<file path="src/rtl/vx_fp_sqrt_arb.sv">
// vx_fp_sqrt_arb: shares one pipelined, stallable FP square-root unit among
// NUM_REQS requesters. Round-robin issue arbitration, bounded in-flight
// credit, and response routing by the requester index carried in the unit tag.
// Optional performance counters are enabled by defining FSQRT_ARB_PERF_EN.
module vx_fp_sqrt_arb #(
    parameter int NUM_REQS      = 4,
    parameter int LANES         = 1,
    parameter int TAGW          = 1,
    parameter int MAX_INFLIGHT  = 16,
    parameter int INST_FRM_BITS = 3,
    localparam int REQW = (NUM_REQS > 1) ? $clog2(NUM_REQS) : 1,
    localparam int CNTW = $clog2(MAX_INFLIGHT + 1)
) (
    input  logic                              clk,
    input  logic                              reset,
    input  logic [NUM_REQS-1:0]               req_valid,
    output logic [NUM_REQS-1:0]               req_ready,
    input  logic [NUM_REQS*TAGW-1:0]          req_tag,
    input  logic [NUM_REQS*INST_FRM_BITS-1:0] req_frm,
    input  logic [NUM_REQS*LANES*32-1:0]      req_data,
    output logic [NUM_REQS-1:0]               rsp_valid,
    input  logic [NUM_REQS-1:0]               rsp_ready,
    output logic [TAGW-1:0]                   rsp_tag,
    output logic [LANES*32-1:0]               rsp_data,
    output logic                              sq_valid_in,
    input  logic                              sq_ready_in,
    output logic [REQW+TAGW-1:0]              sq_tag_in,
    output logic [INST_FRM_BITS-1:0]          sq_frm,
    output logic [LANES*32-1:0]               sq_dataa,
    input  logic                              sq_valid_out,
    input  logic [REQW+TAGW-1:0]              sq_tag_out,
    input  logic [LANES*32-1:0]               sq_result,
    output logic                              sq_ready_out,
    output logic                              busy
`ifdef FSQRT_ARB_PERF_EN
    ,
    output logic [NUM_REQS*32-1:0]            perf_stall_cycles,
    output logic [31:0]                       perf_credit_stalls
`endif
);

    logic [REQW-1:0] rr_ptr;
    logic [CNTW-1:0] inflight_cnt;
    logic [REQW-1:0] winner;
    logic [REQW-1:0] scan_idx;
    logic [REQW-1:0] rsp_idx;
    logic            found;
    logic            credit_ok;
    logic            issue_fire;
    logic            rsp_fire;

    // Round-robin scan starting at rr_ptr; first valid requester wins.
    always_comb begin
        winner   = '0;
        found    = 1'b0;
        scan_idx = '0;
        for (int unsigned i = 0; i < NUM_REQS; i++) begin
            scan_idx = REQW'((32'(rr_ptr) + i) % NUM_REQS);
            if (!found && req_valid[scan_idx]) begin
                found  = 1'b1;
                winner = scan_idx;
            end
        end
    end

    // Credit uses the registered count, so a same-cycle response never unblocks issue.
    always_comb begin
        credit_ok   = 32'(inflight_cnt) < MAX_INFLIGHT;
        sq_valid_in = reset & found & credit_ok;
        issue_fire  = sq_valid_in & sq_ready_in;
        busy        = reset & (inflight_cnt != '0);
    end

    // Winner payload mux and grant; payload is independent of sq_ready_in.
    always_comb begin
        req_ready = '0;
        sq_tag_in = '0;
        sq_frm    = '0;
        sq_dataa  = '0;
        for (int unsigned j = 0; j < NUM_REQS; j++) begin
            if (reset && winner == REQW'(j)) begin
                req_ready[j] = found & sq_ready_in & credit_ok;
                sq_tag_in    = {winner, req_tag[j*TAGW +: TAGW]};
                sq_frm       = req_frm[j*INST_FRM_BITS +: INST_FRM_BITS];
                sq_dataa     = req_data[j*LANES*32 +: LANES*32];
            end
        end
    end

    // Route unit output to the requester named by the tag's index field.
    always_comb begin
        rsp_idx      = sq_tag_out[REQW+TAGW-1:TAGW];
        rsp_valid    = '0;
        sq_ready_out = 1'b0;
        for (int unsigned i = 0; i < NUM_REQS; i++) begin
            if (rsp_idx == REQW'(i)) begin
                rsp_valid[i] = reset & sq_valid_out;
                sq_ready_out = reset & rsp_ready[i];
            end
        end
        rsp_tag  = reset ? sq_tag_out[TAGW-1:0] : '0;
        rsp_data = reset ? sq_result : '0;
        rsp_fire = sq_valid_out & sq_ready_out;
    end

    // Round-robin pointer and in-flight counter.
    always_ff @(posedge clk or negedge reset) begin
        if (!reset) begin
            rr_ptr       <= '0;
            inflight_cnt <= '0;
        end else begin
            if (issue_fire) begin
                rr_ptr <= (32'(winner) == NUM_REQS - 1) ? '0 : winner + 1'b1;
            end
            if (issue_fire && !rsp_fire) begin
                inflight_cnt <= inflight_cnt + 1'b1;
            end else if (!issue_fire && rsp_fire) begin
                inflight_cnt <= inflight_cnt - 1'b1;
            end
        end
    end

    // Illegal response index and counter over/underflow must never occur.
    rsp_idx_legal: assert property (@(posedge clk) disable iff (!reset)
        sq_valid_out |-> (32'(rsp_idx) < NUM_REQS));
    cnt_no_overflow: assert property (@(posedge clk) disable iff (!reset)
        !(issue_fire && !rsp_fire && 32'(inflight_cnt) == MAX_INFLIGHT));
    cnt_no_underflow: assert property (@(posedge clk) disable iff (!reset)
        !(rsp_fire && !issue_fire && inflight_cnt == '0));

`ifdef FSQRT_ARB_PERF_EN
    logic [31:0] stall_cnt [NUM_REQS];
    logic [31:0] credit_stall_cnt;

    // Per-requester stall cycles and credit-blocked cycles, wrapping at 2^32.
    always_ff @(posedge clk or negedge reset) begin
        if (!reset) begin
            for (int unsigned i = 0; i < NUM_REQS; i++) begin
                stall_cnt[i] <= '0;
            end
            credit_stall_cnt <= '0;
        end else begin
            for (int unsigned i = 0; i < NUM_REQS; i++) begin
                if (req_valid[i] && !req_ready[i]) begin
                    stall_cnt[i] <= stall_cnt[i] + 32'd1;
                end
            end
            if ((|req_valid) && !credit_ok) begin
                credit_stall_cnt <= credit_stall_cnt + 32'd1;
            end
        end
    end

    // Flatten counters onto the output ports.
    always_comb begin
        perf_stall_cycles = '0;
        for (int unsigned i = 0; i < NUM_REQS; i++) begin
            perf_stall_cycles[i*32 +: 32] = stall_cnt[i];
        end
        perf_credit_stalls = credit_stall_cnt;
    end
`endif

endmodule
</file>
<file path="config.mk">
export PLATFORM = sky130hd
export DESIGN_NAME = vx_fp_sqrt_arb
export DESIGN_NICKNAME = d
export VERILOG_FILES = /design/src/rtl/vx_fp_sqrt_arb.sv
export SDC_FILE = /design/constraint.sdc
export NUM_CORES = 1
export LEC_CHECK = 0
export BUFFER_PORTS_ARGS = -buffer_cell sky130_fd_sc_hd__buf_2
export CAP_MARGIN = 20
export CORE_AREA = 2 2 105 107
export DETAILED_ROUTE_END_ITERATION = 10
export DIE_AREA = 0 0 107 109
export GPL_TIMING_DRIVEN = 0
export SLEW_MARGIN = 30
export SYNTH_ARGS = -nofsm -noshare
export SYNTH_HDL_FRONTEND = slang
export SYNTH_SLANG_ARGS = --single-unit
</file>
<file path="constraint.sdc">
create_clock -name clk -period 6.1 [get_ports clk]
set_input_delay 0.61 -clock clk [delete_from_list [all_inputs] [get_ports clk]]
set_output_delay 0.61 -clock clk [all_outputs]
set_load 0.1 [all_outputs]
</file>
==> out/summary.txt <==
first-pass GRT wire length: 16.93 mm
Hold Crit Class: input pin to async pin
CTS tree: yes
post-synthesis cell area: 2450 sq um
share of post-route cells with drive strength above 1: 52.10%
DRT antenna net count: 0
Initial Util: 23.11%
PortBufs: 272
# rows: 38
status: finished, final reports clean
H-tree Lvls: 1
dpl hpwl: 9.552 mm
via count: 3733
area grow syn2layout: 64.61%
most area-hungry cell type in the Yosys netlist: a221oi_2
Global Route Usage Sum: 17.82%
synth warn: 0
total setup buffers inserted after CTS: 0
kind of critical path: input pin to output pin
DIE HEIGHT: 109 microns
startpoint types: input pin
ys async rst share: 100.0%
Cells after Synth: 344
Total Nets Final: 821
skew final: 5.938 ps
total power: 0.002063 W
crit path capture type: output pin
unrepaired setup endpoints after global routing: false
XOR/XNOR Fraction of Synth Area: 0.7150%
Slew headroom: 61.40%
post-layout utilization of the core: 38.03%
post-synthesis mux area share: 1.788%
Iteration-0 DRC Markers: 297
ys flop type: dfrtp_1
Clk Latency, worst-skew pair: 230 ps
total CTS buffers: 3
die area: 11660 sq um
CP required: 5490 ps
# setup viols final: 0
post-synthesis net count: 544
Synth Register Bits: 7
Tightest Pin Transition: 578.9 ps
Core Footprint: 10600 sq um
sequential cell area fraction in the yosys report: 7.150%
Post-Synth Simple-Gate Area: 24.87%
total negative slack: 0 ps
leakage power: 2.276 nW
crit path max fanout: 10
final hold vios: 0
vias per inst: 4.912
Synth top cells by count: 43 x a21oi_1, 43 x inv_1, 39 x and2_1
final worst path period share: 62.30%
pwr/cell area: 511.5 nW/um^2
CTS resizes: 0
initial antenna violation count: 0
largest family of logic cells by synthesized area: compound AO/OA/AOI/OAI gates
max-cap viol count: 0
CTS root buf: clkbuf_8
Max VDD drop: 282.1 uV
Pre-antenna DRT Iters: 5
area post-placement: 3986 sq um
Synth top area share: 13.48%
top post-synthesis cells by area: a221oi_2 13%, and2_1 10%, a22o_1 9.7%
hold-fix buffers at CTS: 0
final WL: 11.59 mm
Post-synth EDFFs: 0
Residual DRC: 0
Synth Area per Inst: 7.122 sq um
Routed wire per std cell: 15.25 microns
I/O pin total: 273
Multi-input gate area: 1921 sq um
GRT overflow: 0
unique cell type count in the Yosys netlist: 46
fill count: 1152
minimum clock period: 3800 ps
vias in the first global route: 3574
Synth Area in Compound Gates: 46.12%
fmax: 263.1 MHz
clk sinks: 7
DIE WIDTH: 107 microns
fraction of the mapped netlist area in adder cells: 4.903%
clock-pin transition on the worst setup and hold timing paths: 40 ps
GPL Wtd Cong: 0.8218
Ant. Diodes: 0
fin. max-slew vios: 0
register area: 175.2 sq um
largest net degree at the start of global routing: 11
Clock Path Buffers: 2
Worst EP arrival: 3190 ps
post-route cell area: 4033 sq um
-- registers in the layout (all words and copies together), names as in the netlist --
name          count
inflight_cnt      5
rr_ptr            2
-- worst max-delay path: stages --
cell	delay, ps
buf_2	140
inv_1	100
a221oi_2	380
o22a_1	250
ha_1	210
buf_2	240
buf_2	300
o41ai_1	120
a211oi_1	340
buf_2	500
-- routing by layer --
metal  vias up  global-route usage (%)  share of wire (%)  wire length, microns
met5         -                       0                  0                     0
met4         0                   3.340                1.2                   144
met3        14                   1.614                6.7                   781
met2       170                   35.40                 52                  6047
met1      1742                   20.73                 40                  4615
li1       1807                       -                  -                     -
-- final timing paths --
path / from / end / slack (ps) / cells after the start
setup reg to reg: inflight_cnt[4] / inflight_cnt[4] / 3260 / 9
hold / removal: reset / inflight_cnt[0] / 210 / 1
min in group clk: inflight_cnt[2] / inflight_cnt[2] / 530 / 2
setup / recovery: req_valid[3] / sq_tag_in[2] / 2300 / 10
max in group asynchronous: reset / rr_ptr[0] / 5720 / 1
hold reg to reg: inflight_cnt[2] / inflight_cnt[2] / 530 / 2
-- kinds of logic (layout without fill, tap and decap cells) --
| kind of cell | count (synthesis) | after routing |
|---|---|---|
| XOR/XNOR | 2 | 2 |
| flip-flops | 7 | 7 |
| adder cells (fa/ha/maj) | 9 | 9 |
| buffers and inverters | 78 | 354 |
| AND/OR/NAND/NOR | 110 | 110 |
| multiplexers | 3 | 3 |
| AO/OA/AOI/OAI | 135 | 135 |
-- layout make-up --
| class | count | share of cell area (%) |
|---|---|---|
| multi-input cells | 259 | 47.63 |
| repair buffers | 272 | 33.76 |
| plain buffers | 35 | 4.778 |
| flip-flops and latches | 7 | 4.344 |
| well taps | 140 | 4.344 |
| inverters | 43 | 4.002 |
| clock buffers | 3 | 1.024 |
| clock inverters | 1 | 0.1241 |
-- layout by cell type (no fill, tap or decap), types with 2 or more instances in the layout --
master and count:
nand2_1 12, or4_1 3, ha_1 8, a221oi_1 7, nor3_1 2, xnor2_1 2
a21boi_0 8, buf_6 4, a21oi_1 43, buf_4 3, clkbuf_1 13, a22o_1 27
a221o_1 9, buf_2 285, a221oi_2 22, nand3b_1 11, o21a_1 2, dfrtp_1 7
nand3_1 4, o21ai_0 6, nor2_1 28, o211ai_1 2, inv_1 43, and2_1 39
nor3b_1 5, clkbuf_8 3
-- metrics by stage --
step,std cells,hold WS (ps),setup slack [ps]
final,760,212.0,2300
after CTS,760,214.4,2320
after global placement,756,460.8,2367
after global routing,760,217.4,2115
after floorplan,344,314.4,1329
after detailed placement,756,459.2,2331
-- power breakdown --
part | leakage, nW | total (W) | switching, W | internal (W)
clock network | 0.0255 | 0.0000656 | 0.0000213 | 0.0000443
registers | 0.0855 | 0.0000979 | 0.0000280 | 0.0000699
logic | 2.16 | 0.00190 | 0.00145 | 0.000451
total | 2.28 | 0.00206 | 0.00150 | 0.000566
No activity file was read; power rests on OpenSTA's default activity.
